`src/rtl/sf_term_line_scheduler.sv`:
```
// rtl/sf_term_line_scheduler.sv - refresh scheduler that ships the terminal line to UART TX and latches LCD text
module sf_term_line_scheduler #(
  parameter int parm_line_chars     = 35,
  parameter int parm_refresh_cycles = 4_000_000
) (
  input  logic                         i_clk_40mhz,
  input  logic                         i_rst_40mhz,
  input  logic [parm_line_chars*8-1:0] i_term_ascii_line,
  input  logic [127:0]                 i_lcd_ascii_line1,
  input  logic [127:0]                 i_lcd_ascii_line2,
  input  logic                         i_force_refresh,
  output logic [7:0]                   o_tx_data,
  output logic                         o_tx_valid,
  input  logic                         i_tx_ready,
  output logic [127:0]                 o_lcd_line1,
  output logic [127:0]                 o_lcd_line2,
  output logic                         o_lcd_update,
  output logic                         o_busy,
  output logic [15:0]                  o_lines_sent
);

  localparam int LW = parm_line_chars * 8;
  localparam int IW = (parm_line_chars > 1) ? $clog2(parm_line_chars) : 1;
  localparam logic [IW-1:0] LAST_IDX = IW'(parm_line_chars - 1);
  localparam logic [31:0] RELOAD = 32'(parm_refresh_cycles - 1);

  typedef enum logic [1:0] {ST_IDLE, ST_SNAPSHOT, ST_SEND, ST_DONE} state_t;

  state_t          state, state_nxt;
  logic [31:0]     timer;
  logic            tick;
  logic            req, req_force, snap_force, first_pass;
  logic [LW-1:0]   snap, last_sent;
  logic [IW-1:0]   idx;
  logic            send_now, lcd_changed, leave_idle;
  logic [7:0]      line_bytes [2**IW];

  // Byte 0 is the leftmost character, held in the top byte of the snapshot.
  for (genvar g = 0; g < 2**IW; g++) begin : g_bytes
    if (g < parm_line_chars) begin : g_used
      assign line_bytes[g] = snap[LW-1-8*g -: 8];
    end else begin : g_pad
      assign line_bytes[g] = 8'h00;
    end
  end

  assign tick        = (timer == '0);
  assign leave_idle  = (state == ST_IDLE) && req;
  assign send_now    = first_pass || snap_force || (i_term_ascii_line != last_sent);
  assign lcd_changed = first_pass || (i_lcd_ascii_line1 != o_lcd_line1) ||
                       (i_lcd_ascii_line2 != o_lcd_line2);

  always_ff @(posedge i_clk_40mhz) begin
    if (i_rst_40mhz) state <= ST_IDLE;
    else             state <= state_nxt;
  end

  always_comb begin
    state_nxt    = state;
    o_tx_valid   = 1'b0;
    o_tx_data    = 8'h00;
    o_lcd_update = 1'b0;
    o_busy       = (state != ST_IDLE);
    case (state)
      ST_IDLE: begin
        if (req) state_nxt = ST_SNAPSHOT;
      end
      ST_SNAPSHOT: begin
        o_lcd_update = lcd_changed;
        state_nxt    = send_now ? ST_SEND : ST_IDLE;
      end
      ST_SEND: begin
        o_tx_valid = 1'b1;
        o_tx_data  = line_bytes[idx];
        if (i_tx_ready && (idx == LAST_IDX)) state_nxt = ST_DONE;
      end
      ST_DONE: begin
        state_nxt = ST_IDLE;
      end
      default: state_nxt = ST_IDLE;
    endcase
  end

  always_ff @(posedge i_clk_40mhz) begin
    if (i_rst_40mhz) begin
      timer        <= RELOAD;
      req          <= 1'b0;
      req_force    <= 1'b0;
      snap_force   <= 1'b0;
      first_pass   <= 1'b1;
      snap         <= '0;
      last_sent    <= '0;
      idx          <= '0;
      o_lines_sent <= 16'h0000;
      o_lcd_line1  <= '0;
      o_lcd_line2  <= '0;
    end else begin
      timer <= tick ? RELOAD : timer - 32'd1;

      // A force landing on the departure edge still belongs to this snapshot.
      if (leave_idle) begin
        req        <= 1'b0;
        req_force  <= 1'b0;
        snap_force <= req_force | i_force_refresh;
      end else begin
        if (tick || i_force_refresh) req <= 1'b1;
        if (i_force_refresh)         req_force <= 1'b1;
      end

      case (state)
        ST_SNAPSHOT: begin
          snap        <= i_term_ascii_line;
          o_lcd_line1 <= i_lcd_ascii_line1;
          o_lcd_line2 <= i_lcd_ascii_line2;
          first_pass  <= 1'b0;
          idx         <= '0;
        end
        ST_SEND: begin
          if (i_tx_ready) idx <= idx + 1'b1;
        end
        ST_DONE: begin
          last_sent    <= snap;
          o_lines_sent <= o_lines_sent + 16'd1;
        end
        default: ;
      endcase
    end
  end

endmodule
```
`config.mk`:
```
export PLATFORM = sky130hd
export DESIGN_NAME = sf_term_line_scheduler
export DESIGN_NICKNAME = d
export VERILOG_FILES = /design/src/rtl/sf_term_line_scheduler.sv
export SDC_FILE = /design/constraint.sdc
export NUM_CORES = 2
export LEC_CHECK = 0
export CORE_MARGIN = 4
export CORE_UTILIZATION = 35
export DETAILED_ROUTE_END_ITERATION = 7
export HOLD_SLACK_MARGIN = 0.03
export PLACE_DENSITY = 0.66
export SLEW_MARGIN = 0
export SYNTH_ARGS = -nofsm -noshare
export SYNTH_HDL_FRONTEND = slang
export SYNTH_SLANG_ARGS = --single-unit
```
`constraint.sdc`:
```
create_clock -name i_clk_40mhz -period 2.7 [get_ports i_clk_40mhz]
set_input_delay 0.405 -clock i_clk_40mhz [delete_from_list [all_inputs] [get_ports i_clk_40mhz]]
set_output_delay 0.405 -clock i_clk_40mhz [all_outputs]
set_load 0.05 [all_outputs]
```
After elaboration in Yosys (flattened, before gate mapping)
Cells that the tools add are included.
{"block": "totals", "regBits": 876, "inputBits": 540, "out_inout_bits": 283, "wordCells": 55}
{"block": "op_classes", "addsub": 3, "magnitude_cmp": 1, "n_eq_ne": 10, "mux": 12, "bitwise": 2, "n_reduce_logical": 15}
{"operator": "$ne A280 B280 Y1", "n": 1}
{"operator": "$ne A128 B128 Y1", "n": 2}
{"operator": "$bmux W8 S6", "n": 1}
{"operator": "$logic_not A32 Y1", "n": 1}
{"operator": "$sub A32 B1 Y32 const B", "n": 1}
{"operator": "$mux W8", "n": 3}
{"operator": "$add A16 B1 Y16 const B", "n": 1}
{"operator": "$pmux W6 S2", "n": 1}
{"operator": "$pmux W2 S4", "n": 1}
{"operator": "$ge A7 B7 Y1 const B", "n": 1}
{"operator": "$not A6 Y7", "n": 1}
{"operator": "$add A6 B1 Y6 const B", "n": 1}
{"operator": "$eq A6 B6 Y1 const B", "n": 1}
{"operator": "$mux W2", "n": 3}
{"operator": "$mux W6", "n": 1}
{"operator": "$ne A2 B2 Y1 const B", "n": 3}
{"operator": "$logic_or A1 B1 Y1", "n": 5}
{"operator": "$eq A2 B2 Y1 const B", "n": 2}
{"operator": "$reduce_and A2 Y1", "n": 2}
{"operator": "$reduce_bool A2 Y1", "n": 2}
{"operator": "$reduce_or A2 Y1", "n": 2}
{"operator": "$eq A2 B1 Y1 const B", "n": 1}
{"operator": "$logic_and A1 B1 Y1", "n": 2}
{"operator": "$logic_not A2 Y1", "n": 1}
{"operator": "other kinds (2)", "n": 3}

Longest topological paths before layout
{"block": "depth", "depth_word": 5, "ltp_mapped": 9, "ltp_nobuf": 7}

Worst setup path after synthesis
OpenSTA, ideal clock, no wires.
{"block": "synth_path", "path_kind": "register to output", "startpoint": "register with a tool-made name", "endpoint": "output o_tx_data[0]", "arrival_time_ps": 2585, "required_time_ps": 2295, "setup_slack_ps": -290, "stages_incl_launch_ff": 5, "path_buffers": 1, "path_cell_list": "dfxtp_1 -> clkbuf_1 -> nor2b_1 -> nand2_1 -> o22ai_1"}
{"item": "end: declaration", "line": "12", "source": "output logic [7:0] o_tx_data,"}

Final worst setup path
{"block": "layout_path", "startpoint": "register idx[0]", "endpoint": "output o_tx_data[3]"}
{"block": "layout_between", "elab_chain_len": 5}
{"item": "start: declaration", "line": "34", "source": "logic [IW-1:0] idx;"}
{"item": "start signal: assignment", "line": "119", "source": "if (i_tx_ready) idx <= idx + 1'b1;"}
{"item": "$not A6 Y7 (not written as such)", "line": "74", "source": "o_tx_data = line_bytes[idx];"}
{"item": "$bmux W8 S6", "line": "74"}
{"item": "$mux W8 (not written as such) (2 in series)", "line": "74"}
{"item": "$mux W8", "line": "64", "source": "case (state)"}
No other way between the ends. The select of a mux whose other input is x is not followed.

==> flow_metrics.env <==
export IMPL_status="complete, but fails checks"
export IMPL_violations="negative setup slack"
export IMPL_rows=122
export IMPL_syn2layout_area_growth_pct=42.1
export IMPL_io_pins=823
export IMPL_cts_sinks=876
export IMPL_cts_root_buffer="clkbuf_16"
export IMPL_layout_common_cells="nand2_1, dfxtp_1, a21oi_1"
export IMPL_synth_top_cell_area_share=0.446
export IMPL_worstSetupPathType="flip-flop to output port"
export IMPL_cts_tree="done"
export IMPL_crit_chain="buf_12 > buf_12 > mux4_2 > mux4_2 > mux2i_1 > o22ai_2 > buf_6"
export IMPL_synthCells=4966
export IMPL_grt_pass1_wl_um=292000
export IMPL_ant_nets=0
export IMPL_postCtsHoldBufs=0
export IMPL_start_util=0.354
export IMPL_route_detailed_drc=0
export IMPL_wirelength_um=216000
export IMPL_setup_ws_ns=-0.903
export IMPL_fmax_ghz=0.278
export IMPL_grt_pass1_vias=38200
export IMPL_top_usage_layer="met2"
export IMPL_clkTransAtPathRegs_ns=0.06
export IMPL_core_area_um2=111000
export IMPL_critPathMaxStageDelay_ns=0.60
export IMPL_critPathMaxFanout=6
export IMPL_crit_required_ns=2.30
export IMPL_ys_ff_latch=876
export IMPL_rsz0062_at_grt="true"
export IMPL_groute_layer_met1_usage=0.407
export IMPL_p_leak_uw=0.0195
export IMPL_htree_levels=3
export IMPL_die_h_um=343
export IMPL_end_kind="output port"
export IMPL_grt_use_met2=0.577
export IMPL_viasPerCell=5.38
export IMPL_dp_hpwl_um=171000
export IMPL_clk_insertion_delay_late_ns=0.70
export IMPL_synth_top_cells_by_area="dfxtp_1, nand2_1, a21oi_1, xnor2_1, mux4_2"
export IMPL_maxCapViolCount=0
export IMPL_worstSetupStartpointType="flip-flop"
export IMPL_min_path_type="input port to flip-flop"
export IMPL_ir_worst_vdd_v=0.000468
export IMPL_finalClockSkew_ns=0.0317
export IMPL_period_share=1.33
export IMPL_final_net_count=6564
export IMPL_numCtsBuffers=99
export IMPL_synth_edf_count=0
export IMPL_ys_types=57
export IMPL_yosysWarnings=0
export IMPL_grt_overflow_total=0
export IMPL_power_total_uw=32700
export IMPL_die_width_um=343
export IMPL_synth_nets=5511
export IMPL_final_common_cell="nand2_1"
export IMPL_grt_max_degree=155
export IMPL_drive_gt1_frac=0.125
export IMPL_final_max_slew_violation_count=0
export IMPL_arrival_ns=3.20
export IMPL_tns_ns=-7.63
export IMPL_avgRoutedWirePerCell_um=28.3
export IMPL_grt_util_met3=0.0775
export IMPL_track_usage=0.350
export IMPL_slew_limit_headroom=0.392
export IMPL_critical_path_top_delay_family="multiplexers"
export IMPL_finalSetupViolations=9
export IMPL_synth_ff_type="dfxtp_1"
export IMPL_drt_iter0_markers=4226
export IMPL_gp_congestion=1.02
export IMPL_synthArstFlopShare=0
export IMPL_worst_slew_pin_slew_ns=0.909
export IMPL_yosysTopAreaCell="dfxtp_1"
export IMPL_power_density_nw_per_um2=585
export IMPL_seq_area_frac_synth=0.446
export IMPL_syn_area_per_cell_um2=7.91
export IMPL_num_vias=40900
export IMPL_dr_pass1_iters=6
export IMPL_worst_path_buf_inv=3
export IMPL_antenna_found_initial=51
export IMPL_cp_slowest_cell="mux4_2"
export IMPL_hold_viol_final=0
export IMPL_syn_cell_area_um2=39300
export IMPL_die_area_um2=118000
export IMPL_numPortBuffers=822
export IMPL_period_minus_slack_ns=3.60
export IMPL_cts_buffer_depth=3
-- cell usage after synthesis (16+ instances only) --
cell type / n
clkbuf_1: 289
nor4_1: 69
a2111oi_0: 25
a21oi_1: 836
nor2_1: 58
xnor2_1: 214
nor2b_1: 133
a2111o_1: 30
o2111ai_1: 21
nand4_1: 75
nand2_1: 1672
nand2b_1: 71
mux2i_1: 16
xor2_1: 135
o22ai_1: 60
inv_1: 160
mux4_2: 80
dfxtp_1: 876
-- kinds of logic after synthesis --
family,share of synthesized area
AOI/OAI and AO/OA,0.145
xor gates and xnor gates,0.0778
adders and majority gates,0.00159
buffers and inverters,0.0452
DFF,0.446
muxes,0.0499
and+or+nand+nor,0.234
-- where the power goes --
group,leakage (uW),internal [uW],total (uW),switching (uW)
Clock,0.00160,8030,13900,5900
Combinational,0.0108,2080,5090,3000
Sequential,0.00709,13300,13600,360
Total,0.0195,23400,32700,9260
-- layer usage --
metal  wire (um)  share of wire  up-vias
met1       78500           0.36    19700
met2      101000           0.47     2051
met4       17000          0.079       38
met3       18900          0.088      464
met5         253         0.0012        -
li1            -              -    18700
-- registers in the layout, summed over array words and instances, names as in the netlist, named ones only --
name	flops
state	1
o_lcd_line1	128
snap_force	1
last_sent	280
req_force	1
first_pass	1
idx	6
timer	32
req	1
o_lcd_line2	128
o_lines_sent	16
snap	280
-- timing repair --
item	4_1_cts	5_1_grt
gates resized for setup	34	16
endpoints found under the hold margin	0	0
cloned	2	0
setup endpoints to repair	9	9
buffers inserted	6	0
pin swaps	8	5
-- area by class of cell --
class                   count  area (um^2)
diodes                     27         67.6
fillers                 10800        55300
multi-input cells        3624        20300
well taps                1488         1860
flip-flops and latches    876        17500
repair buffers           1258        12200
inverters                 160          601
clock buffers             144         2900
clock inverters            34          397
-- metrics by stage --
stage,setup WS [ns],utilization,area (um^2),hold slack (ns),instances
floorplan,0.00224,-,39400,0.384,4966
global placement,-1.45,0.469,52100,0.394,7400
detailed placement,-1.36,0.469,52100,0.404,7400
CTS,-0.914,0.501,55700,0.0715,7586
global route,-0.938,0.502,55800,0.0928,7597
finish,-0.903,0.502,55800,0.120,7611
-- worst paths after layout --
check | startpoint | endpoint | slack (ns) | cells past startpoint
hold / removal | i_rst_40mhz | o_lcd_line2[74] | 0.12 | 2
setup / recovery | idx[0] | o_tx_data[3] | -0.90 | 7
hold reg to reg | timer[0] | timer[0] | 0.42 | 1
setup reg to reg | timer[9] | timer[8] | 0.25 | 7
Power figures use the tool's default switching activity.
